File: config.mk
export PLATFORM = sky130hd
export DESIGN_NAME = gpio_mulpop_cop
export DESIGN_NICKNAME = d
export VERILOG_FILES = /design/src/rtl/gpio_mulpop_cop.sv
export SDC_FILE = /design/constraint.sdc
export NUM_CORES = 1
export LEC_CHECK = 0
export CELL_PAD_IN_SITES_DETAIL_PLACEMENT = 0
export CELL_PAD_IN_SITES_GLOBAL_PLACEMENT = 1
export CORE_AREA = 2 2 215 238
export DETAILED_ROUTE_END_ITERATION = 6
export DIE_AREA = 0 0 217 240
export GPL_ROUTABILITY_DRIVEN = 0
export PLACE_DENSITY = 0.67
export SLEW_MARGIN = 20
export SYNTH_ARGS = -nofsm -noshare
export SYNTH_HDL_FRONTEND = slang
export SYNTH_SLANG_ARGS = --single-unit
File: constraint.sdc
create_clock -name clk -period 12.05 [get_ports clk]
set_input_delay 1.8075 -clock clk [delete_from_list [all_inputs] [get_ports clk]]
set_output_delay 1.8075 -clock clk [all_outputs]
set_load 0.02 [all_outputs]
File: src/rtl/gpio_mulpop_cop.sv
// gpio_mulpop_cop: bus-mapped shift-add multiplier plus popcount coprocessor with GPIO status and input latch
module gpio_mulpop_cop #(
  parameter int OP_W = 24,
  parameter int RES_W = 32,
  parameter int CNT_W = 16,
  parameter logic [15:0] ADDR_A1 = 16'h037F,
  parameter logic [15:0] ADDR_A2 = 16'h0388,
  parameter logic [15:0] ADDR_W = 16'h0390,
  parameter logic [15:0] ADDR_L = 16'h0398,
  parameter logic [15:0] ADDR_CS = 16'h03A0
) (
  input  logic        clk,
  input  logic        reset,
  input  logic [15:0] saddress,
  input  logic        srd,
  input  logic        swr,
  input  logic [31:0] sdata_in,
  output logic [31:0] sdata_out,
  input  logic [31:0] gpio_in,
  input  logic        gpio_latch,
  output logic [31:0] gpio_out,
  output logic [31:0] gpio_in_s_insp
);
  typedef enum logic [1:0] {IDLE, MUL, POP} state_t;
  state_t state;
  logic [OP_W-1:0] a1, a2, mq;
  logic [2*OP_W-1:0] acc, md, nxt;
  logic [RES_W-1:0] w, pr;
  logic [CNT_W-1:0] cnt;
  logic [5:0] l, pc, idx;
  logic done, valid, ovf, busy, wr_cs, start, abort, unused;
  assign busy = state != IDLE;
  assign wr_cs = swr && saddress == ADDR_CS;
  assign abort = wr_cs && sdata_in[1];
  assign start = wr_cs && sdata_in[0] && !sdata_in[1];
  assign nxt = acc + (mq[0] ? md : '0);
  assign gpio_out = {busy, done, 30'(cnt)};
  assign unused = ^sdata_in;
  always_ff @(posedge clk or posedge reset) begin
    if (reset) begin
      state <= IDLE;
      a1 <= '0;
      a2 <= '0;
      mq <= '0;
      md <= '0;
      acc <= '0;
      w <= '0;
      pr <= '0;
      l <= '0;
      pc <= '0;
      idx <= '0;
      cnt <= '0;
      done <= 1'b0;
      valid <= 1'b0;
      ovf <= 1'b0;
      sdata_out <= '0;
      gpio_in_s_insp <= '0;
    end else begin
      if (gpio_latch) gpio_in_s_insp <= gpio_in;
      if (srd) sdata_out <= saddress == ADDR_W ? 32'(w) :
                           saddress == ADDR_L ? 32'(l) :
                           saddress == ADDR_CS ? {29'b0, busy, valid, done} : 32'b0;
      if (swr && !busy && saddress == ADDR_A1) a1 <= sdata_in[OP_W-1:0];
      if (swr && !busy && saddress == ADDR_A2) a2 <= sdata_in[OP_W-1:0];
      if (abort && busy) begin
        state <= IDLE;
        done <= 1'b0;
        valid <= 1'b0;
        w <= '0;
        l <= '0;
      end else begin
        case (state)
          IDLE: if (start) begin
            state <= MUL;
            md <= (2*OP_W)'(a1);
            mq <= a2;
            acc <= '0;
            idx <= '0;
            pc <= '0;
            w <= '0;
            l <= '0;
            done <= 1'b0;
            valid <= 1'b0;
            cnt <= cnt + 1'b1;
          end
          MUL: begin
            acc <= nxt;
            md <= md << 1;
            mq <= mq >> 1;
            idx <= idx == 6'(OP_W - 1) ? '0 : idx + 1'b1;
            if (idx == 6'(OP_W - 1)) begin
              state <= POP;
              pr <= RES_W'(64'(nxt));
              ovf <= (64'(nxt) >> RES_W) != 64'd0;
            end
          end
          POP: begin
            pc <= pc + 6'(pr[0]);
            pr <= pr >> 1;
            idx <= idx + 1'b1;
            if (idx == 6'(RES_W - 1)) begin
              state <= IDLE;
              w <= RES_W'(64'(acc));
              l <= pc + 6'(pr[0]);
              valid <= !ovf;
              done <= 1'b1;
            end
          end
          default: state <= IDLE;
        endcase
      end
    end
  end
endmodule

==> flow_summary.yaml, run 1 <==
setup_path:
  start_kind: "input port"
  crit_family: "buffers and inverters"
  critPathRequiredTime_ns: 12.42
  crit_arrival_ns: 5.77
  path_class: "input port to flip-flop"
  cpMaxStageDelayCell: "buf_4"
  cpPeakStageDelay_ns: 0.81
  end_kind: "flip-flop"
  crit_buf_inv: 3
  crit_path_max_fanout: 100
  cpMostUsedCell: "buf_4"
  cp_cell_sequence: "clkdlybuf4s50_1 > nor4_1 > nand4_1 > nand4bb_1 > nor4b_4 > nand3_1 > a31oi_4 > buf_4 > buf_4 > o21ai_0"
global_routing:
  grt_use_total: 0.162
  grt_pass1_wl_um: 68000
  met1_usage: 0.226
  antenna_found_initial: 0
  grt_overflow_total: 0
  grt_max_degree: 143
  global_route.usage.met3: 0.0249
  busiest_layer: "met2"
  grt_pass1_vias: 12300
  grt_use_met2: 0.262
floorplanning:
  die_x_um: 217
  row_count: 86
  core-area_um2: 49700
  die_h_um: 240
  start_util: 0.336
  dieArea_um2: 52100
  ios: 181
synth:
  synth_common_cells: "dfrtp_1 (335), nand2_1 (170), o21ai_0 (130), a21oi_1 (107)"
  syn_area_per_cell_um2: 10.4
  synth_area_leaders: "dfrtp_1 (50%), mux2_2 (5.6%), a22o_1 (4.8%)"
  yosysTopAreaCell: "dfrtp_1"
  ys_seq_area_frac: 0.502
  ys_seq_elements: 335
  synth_top_cell_area_share: 0.502
  ys_types: 68
  synth_most_common_cell: "dfrtp_1"
  synthFlopType: "dfrtp_1"
  syn_area_um2: 16700
  syn-instance-count: 1614
  ys.warnings.count: 0
  synth_edf_count: 0
  ys_async_sr_fraction: 1.00
timing:
  fin_tns_setup_ns: 0
  fin_crit_sh: 0.448
  worstMarginPinSlew_ns: 0.995
  hold_viol_final: 0
  fmax_mhz: 185
  hold_ws_ns: 0.477
  setup_violations: 0
  clock_skew_ns: 0.0136
  rsz0062_at_grt: "false"
  setup_slack_ns: 6.65
  slew_viol_final: 0
  period_needed_ns: 5.40
  maxSlewHeadroom: 0.337
placed_design:
  place_ws_ns: 6.05
  buffer_ports.inserted: 158
  dp_hpwl_um: 29700
cts:
  cts_buffers: 36
  cts.sinks: 335
  post_cts_resized: 0
  clock_path_buffers: 3
  h-tree-depth: 2
  clk_latency_ns: 0.53
  holdBufCountCts: 0
  root_buffer: "clkbuf_16"
  clkTransAtPathRegs_ns: 0.06
  cts_tree: "done"
  post-cts-setup-buffers: 0
cells_and_area:
  drive_gt1_frac: 0.101
  syn_to_final_growth_pct: 20.1
  n_antenna_cell: 0
  utilization: 0.404
  nets: 1875
drt:
  drt-total-wl_um: 42000
  via_per_inst: 5.02
  route.detailed.drc: 0
  postRouteAntennaNets: 0
  drt-pass1-iter-count: 5
  wl_per_cell_um: 17.4
  vias: 12100
  drt-initial-drc-count: 826
outcome:
  status: "complete, no violations"
power_and_ir_drop:
  finalPower_w: 0.00237
  leakage_nw: 8.69
  vdd_drop_max_uv: 86.1
  power_density_nw_per_um2: 118
hold_path:
  hold_class: "flip-flop to flip-flop"
job:
  maxCapViolations: 0
-- cells by family (layout without fill, tap and decap cells) --
kind of cell	count (synthesis)	in the layout	synth area share
other	1	14	0.000224
AOI/OAI and AO/OA	434	434	0.167
adders and majority gates	56	56	0.0424
buffers and inverters	154	284	0.0393
DFF	335	335	0.502
muxes	155	155	0.0991
xor gates and xnor gates	62	62	0.0325
and+or+nand+nor	417	417	0.118
-- layout by cell type (no fill, tap or decap), types with 6 or more instances in the layout --
cell type        instances
xor2_1                  26
conb_1                  14
inv_1                   46
nand2b_1                 9
a31oi_1                  9
a211oi_1                 6
o21a_1                   7
and2_1                  49
dfrtp_1                335
and3_1                   7
nor3_1                  13
buf_4                   17
xnor2_1                 36
o21ai_0                130
ha_1                    53
mux2i_1                 72
nor2_1                  90
a21oi_1                106
o21bai_1                 6
a22o_1                  91
o211ai_1                 8
nand3_1                 29
clkbuf_1                 8
o21ai_1                 14
nand4_1                 18
clkdlybuf4s50_1        158
a21o_1                  19
mux2_2                  83
clkbuf_16               38
nand2_1                170
-- through the flow --
| step | cell area, um^2 | std cells |
|---|---|---|
| floorplan | 16800 | 1627 |
| global placement | 18900 | 2355 |
| detailed placement | 18900 | 2355 |
| CTS | 20000 | 2416 |
| global route | 20100 | 2417 |
| finish | 20100 | 2417 |
-- cell type report --
cell class              instances  area, um^2
fillers                      4895       29600
multi-input cells            1138        7770
inverters                      47         184
repair buffers                176        1740
well taps                     660         826
flip-flops and latches        335        8380
clock buffers                  51        1050
clock inverters                10         120
-- layer usage --
| layer | share of wire | wire length, um |
|---|---|---|
| met1 | 0.48 | 20200 |
| met2 | 0.46 | 19200 |
| met3 | 0.041 | 1730 |
| met4 | 0.022 | 930 |
| met5 | 0 | 0 |
-- worst paths after layout --
| check | from | end | slack (ns) | cells past startpoint |
|---|---|---|---|---|
| max | saddress[13] | md[1] | 6.65 | 10 |
| min | mq[8] | mq[8] | 0.48 | 2 |
| max reg2reg | mq[0] | ovf | 7.73 | 14 |
| min reg2reg | mq[8] | mq[8] | 0.48 | 2 |
| max in group asynchronous | reset | md[38] | 8.70 | 4 |
| min in group asynchronous | reset | gpio_in_s_insp[14] | 1.64 | 2 |
-- flip-flops by register name, indices dropped and copies added (netlist names) --
name,flops
pc,6
a2,24
sdata_out,32
a1,24
ovf,1
idx,6
l,6
acc,48
mq,24
w,32
state,2
valid,1
gpio_in_s_insp,32
md,48
cnt,16
done,1
pr,32
-- power breakdown --
part | internal, W | leakage, nW | switching (W)
Combinational | 0.0000537 | 3.73 | 0.0000603
Sequential | 0.00114 | 4.40 | 0.00000553
Clock | 0.000651 | 0.569 | 0.000461
Total | 0.00184 | 8.69 | 0.000527
-- worst min-delay path: cells and delay by family, from the launching register on --
kind	cells	cell delay (ns)
compound gates	1	0.06
simple gates	1	0.05
flops	1	0.34
Note: power is estimated with default switching activity, not from simulation.
==> run 2: changes to the inputs <==
- clock period: 12.05 -> 5.4 ns (I/O delays scaled with it)
==> flow_summary.yaml, run 2 (synthesis results as in run 1) <==
floorplanning:
  start_util: 0.336
  die_h_um: 240
  dieArea_um2: 52100
  core-area_um2: 49700
  ios: 181
  die_x_um: 217
  row_count: 86
cells_and_area:
  n_antenna_cell: 0
  layout_commonest_cell: "dfrtp_1"
  drive_gt1_frac: 0.107
  top_regs: "acc: 48 flops, md: 48 flops"
  nets: 1879
  syn_to_final_growth_pct: 20.3
  final_cell_mix: "dfrtp_1 (335), nand2_1 (170), clkdlybuf4s50_1 (158)"
  fillers: 4912
  utilization: 0.404
global_routing:
  grt_overflow_total: 0
  grt_pass1_wl_um: 69700
  grt_pass1_vias: 12400
  grt_use_total: 0.166
  grt_max_degree: 145
  antenna_found_initial: 0
power_and_ir_drop:
  leakage_nw: 8.71
  vdd_drop_max_uv: 192
  finalPower_w: 0.00525
  power_density_nw_per_um2: 261
timing:
  worstMarginPinSlew_ns: 1.00
  fin_tns_setup_ns: 0
  setup_violations: 0
  hold_viol_final: 0
  maxSlewHeadroom: 0.331
  setup_slack_ns: 0.830
  slew_viol_final: 0
  fmax_mhz: 219
  period_needed_ns: 4.57
  rsz0062_at_grt: "false"
  fin_crit_sh: 0.846
  clock_skew_ns: 0.0316
drt:
  route.detailed.drc: 0
  drt-total-wl_um: 42500
  via_per_inst: 5.08
  drt-pass1-iter-count: 5
  drt-initial-drc-count: 763
  postRouteAntennaNets: 0
  vias: 12300
  wl_per_cell_um: 17.5
cts:
  h-tree-depth: 2
  clkTransAtPathRegs_ns: 0.07
  clock_path_buffers: 3
  post-cts-setup-buffers: 0
  cts.sinks: 335
  holdBufCountCts: 0
  root_buffer: "clkbuf_16"
  post_cts_resized: 0
  cts_tree: "done"
  cts_buffers: 36
  clk_latency_ns: 0.55
hold_path:
  whs_path_depth: 1
  hold_class: "flip-flop to flip-flop"
setup_path:
  critPathRequiredTime_ns: 5.83
  start_kind: "flip-flop"
  ff2ff_path_depth: 13
  path_class: "flip-flop to flip-flop"
  rrSetupSlack_ns: 0.83
  crit_path_max_fanout: 31
  crit_arrival_ns: 5.00
  end_kind: "flip-flop"
outcome:
  status: "complete, no violations"
job:
  maxCapViolations: 0
placed_design:
  place_ws_ns: 0.856
  dp_hpwl_um: 30800
  buffer_ports.inserted: 158
==> run 2: changes by cell type in the layout (fill, tap and decap cells not counted), moves of 2 or more <==
cell	delta
clkbuf_1	-3
buf_4	+3
clkinv_2	+6
clkbuf_16	-2
clkinvlp_4	+2
buf_12	+2
==> run 2: critical path, cell delays in order (launching register included) <==
cell and delay (ns):
dfrtp_1 0.73, and2_1 0.35, ha_1 0.21, fa_1 0.41, a21o_1 0.19, a221o_2 0.40
a31oi_4 0.21, o21ai_2 0.13, a32o_1 0.29, or3_4 0.35, a2111oi_2 0.35, nor4b_2 0.27
nand4bb_1 0.19, o41a_1 0.35
==> run 2: where the power goes <==
part	total [W]	internal, W	switching, W
Clock	0.00244	0.00138	0.00107
Combinational	0.000256	0.000120	0.000136
Sequential	0.00255	0.00254	0.0000127
==> run 2: metal layers <==
layer,up-vias,global-route usage,share of wire
met3,58,0.0228,0.037
met1,6084,0.236,0.49
met4,0,0.0452,0.023
met2,212,0.264,0.45
li1,5961,-,-
met5,-,0,0
==> run 2: cell type report <==
class	count	area, um^2	share of cell area
clock buffer	47	1000	0.0499
clock inverter	18	156	0.00778
multi-input combinational	1138	7770	0.387
timing repair buffer	180	1770	0.0882
inverter	47	180	0.00897
tap	660	826	0.0411
sequential	335	8380	0.417
==> run 2: worst paths after layout <==
check                              from      end
worst max register to register    mq[0]      ovf
max in group asynchronous         reset  acc[42]
worst max-delay path              mq[0]      ovf
worst min-delay path            cnt[15]  cnt[15]
worst min register to register  cnt[15]  cnt[15]
min in group asynchronous         reset   idx[2]
==> run 2: stage by stage <==
stage	instance area (um^2)	hold WS (ns)	instances
5_1_grt	20100	0.500	2425
6_report	20100	0.472	2425
2_1_floorplan	16800	0.420	1627
3_5_place_dp	18900	0.468	2360
4_1_cts	20100	0.480	2425
3_3_place_gp	18900	0.462	2360
==> run 3: changes to the inputs <==
- PLACE_DENSITY: 0.67 -> 0.7
- clock period: 5.4 -> 4.2 ns (I/O delays scaled with it)
==> flow_summary.yaml, run 3 (synthesis results as in run 1) <==
outcome:
  status: "complete, no violations"
power_and_ir_drop:
  combPwrFrac: 0.049
  vdd_drop_max_uv: 237
  power_density_nw_per_um2: 335
  p_sw_w: 0.00150
  switching_share: 0.221
  clock_power_share: 0.470
  p_seq_frac: 0.481
  leakage_nw: 8.83
  finalPower_w: 0.00681
  p_int_w: 0.00530
cts:
  cts_buffers: 36
  h-tree-depth: 2
  clkTransAtPathRegs_ns: 0.06
  cts.sinks: 335
  holdBufCountCts: 0
  clock_path_buffers: 3
  post_cts_resized: 0
  clk_latency_ns: 0.54
  root_buffer: "clkbuf_16"
  post-cts-setup-buffers: 0
  cts_tree: "done"
timing:
  period_needed_ns: 3.96
  slew_viol_final: 0
  fmax_mhz: 253
  fin_tns_setup_ns: 0
  maxSlewHeadroom: 0.381
  clock_skew_ns: 0.0167
  worstMarginPinSlew_ns: 0.929
  setup_violations: 0
  rsz0062_at_grt: "false"
  fin_crit_sh: 0.943
  hold_viol_final: 0
drt:
  route.detailed.drc: 0
  drt-initial-drc-count: 820
  vias: 12300
  drt-pass1-iter-count: 5
  via_per_inst: 5.02
  drt-total-wl_um: 41300
  wl_per_cell_um: 16.9
  postRouteAntennaNets: 0
setup_path:
  start_kind: "flip-flop"
  cpPeakStageDelay_ns: 0.41
  crit_family: "compound AO/OA/AOI/OAI gates"
  cp_cell_sequence: "and2_1 > ha_1 > fa_1 > a21o_1 > a221o_2 > a31oi_4 > o21ai_2 > a32o_1 > or3_4 > a2111oi_2 > nor4b_2 > nand4bb_1 > o41a_1"
  critPathRequiredTime_ns: 4.62
  crit_path_max_fanout: 4
  path_class: "flip-flop to flip-flop"
  crit_buf_inv: 0
  cpMaxStageDelayCell: "dfrtp_1"
  crit_arrival_ns: 4.38
  rrSetupSlack_ns: 0.24
  end_kind: "flip-flop"
global_routing:
  grt_max_degree: 121
  grt_use_total: 0.161
  grt_pass1_wl_um: 67800
  grt_pass1_vias: 12300
  antenna_found_initial: 0
  grt_overflow_total: 0
job:
  maxCapViolations: 0
floorplanning:
  die_x_um: 217
  core-area_um2: 49700
  die_h_um: 240
  start_util: 0.336
  row_count: 86
  dieArea_um2: 52100
  ios: 181
cells_and_area:
  stdcell_count: 2441
  nets: 1895
  final_cell_mix: "dfrtp_1 (335), nand2_1 (170), clkdlybuf4s50_1 (158)"
  syn_to_final_growth_pct: 21.7
  layout_commonest_cell: "dfrtp_1"
  drive_gt1_frac: 0.113
  utilization: 0.409
  top_regs: "acc: 48 flops, md: 48 flops"
placed_design:
  buffer_ports.inserted: 158
  dp_hpwl_um: 30100
  dp_cells: 2376
hold_path:
  hold_class: "flip-flop to flip-flop"
[run 3: final timing paths]
check                           depth (start not counted)    start  endpoint
worst max-delay path                                   13    mq[0]       ovf
min in group asynchronous                               2    reset    idx[4]
worst min register to register                          1  cnt[15]   cnt[15]
max in group asynchronous                               3    reset    a2[14]
worst min-delay path                                    1  cnt[15]   cnt[15]
worst max register to register                         13    mq[0]       ovf
[run 3: final cells by class]
| cell class | instances | area [um^2] |
|---|---|---|
| fill | 4840 | 29400 |
| tap | 660 | 826 |
| inverter | 47 | 180 |
| sequential | 335 | 8380 |
| clock buffer | 55 | 1100 |
| timing repair buffer | 196 | 1980 |
| multi-input combinational | 1138 | 7770 |
| antenna | 1 | 2.50 |
| clock inverter | 9 | 91.3 |
[run 3: power groups by stage]
stage	Combinational, W	Clock, W	Sequential, W
floorplan	0.000117	0	0.00338
global placement	0.000339	0	0.00333
detailed placement	0.000342	0	0.00334
CTS	0.000343	0.00329	0.00328
global route	0.000363	0.00342	0.00328
finish	0.000334	0.00320	0.00328
[run 3: metal layers]
metal	wire, um	part of all wire	GRT usage
met5	0	0	0
met3	1490	0.036	0.0239
met2	18600	0.45	0.255
met4	1390	0.034	0.0571
met1	19800	0.48	0.223
[run 3: through the flow]
stage | hold WS [ns] | worst slack [ns] | instance area (um^2)
global route | 0.480 | 0.0629 | 20300
global placement | 0.458 | 0.289 | 19100
floorplan | 0.420 | -0.907 | 16800
CTS | 0.477 | 0.233 | 20300
finish | 0.473 | 0.240 | 20300
detailed placement | 0.464 | 0.248 | 19100
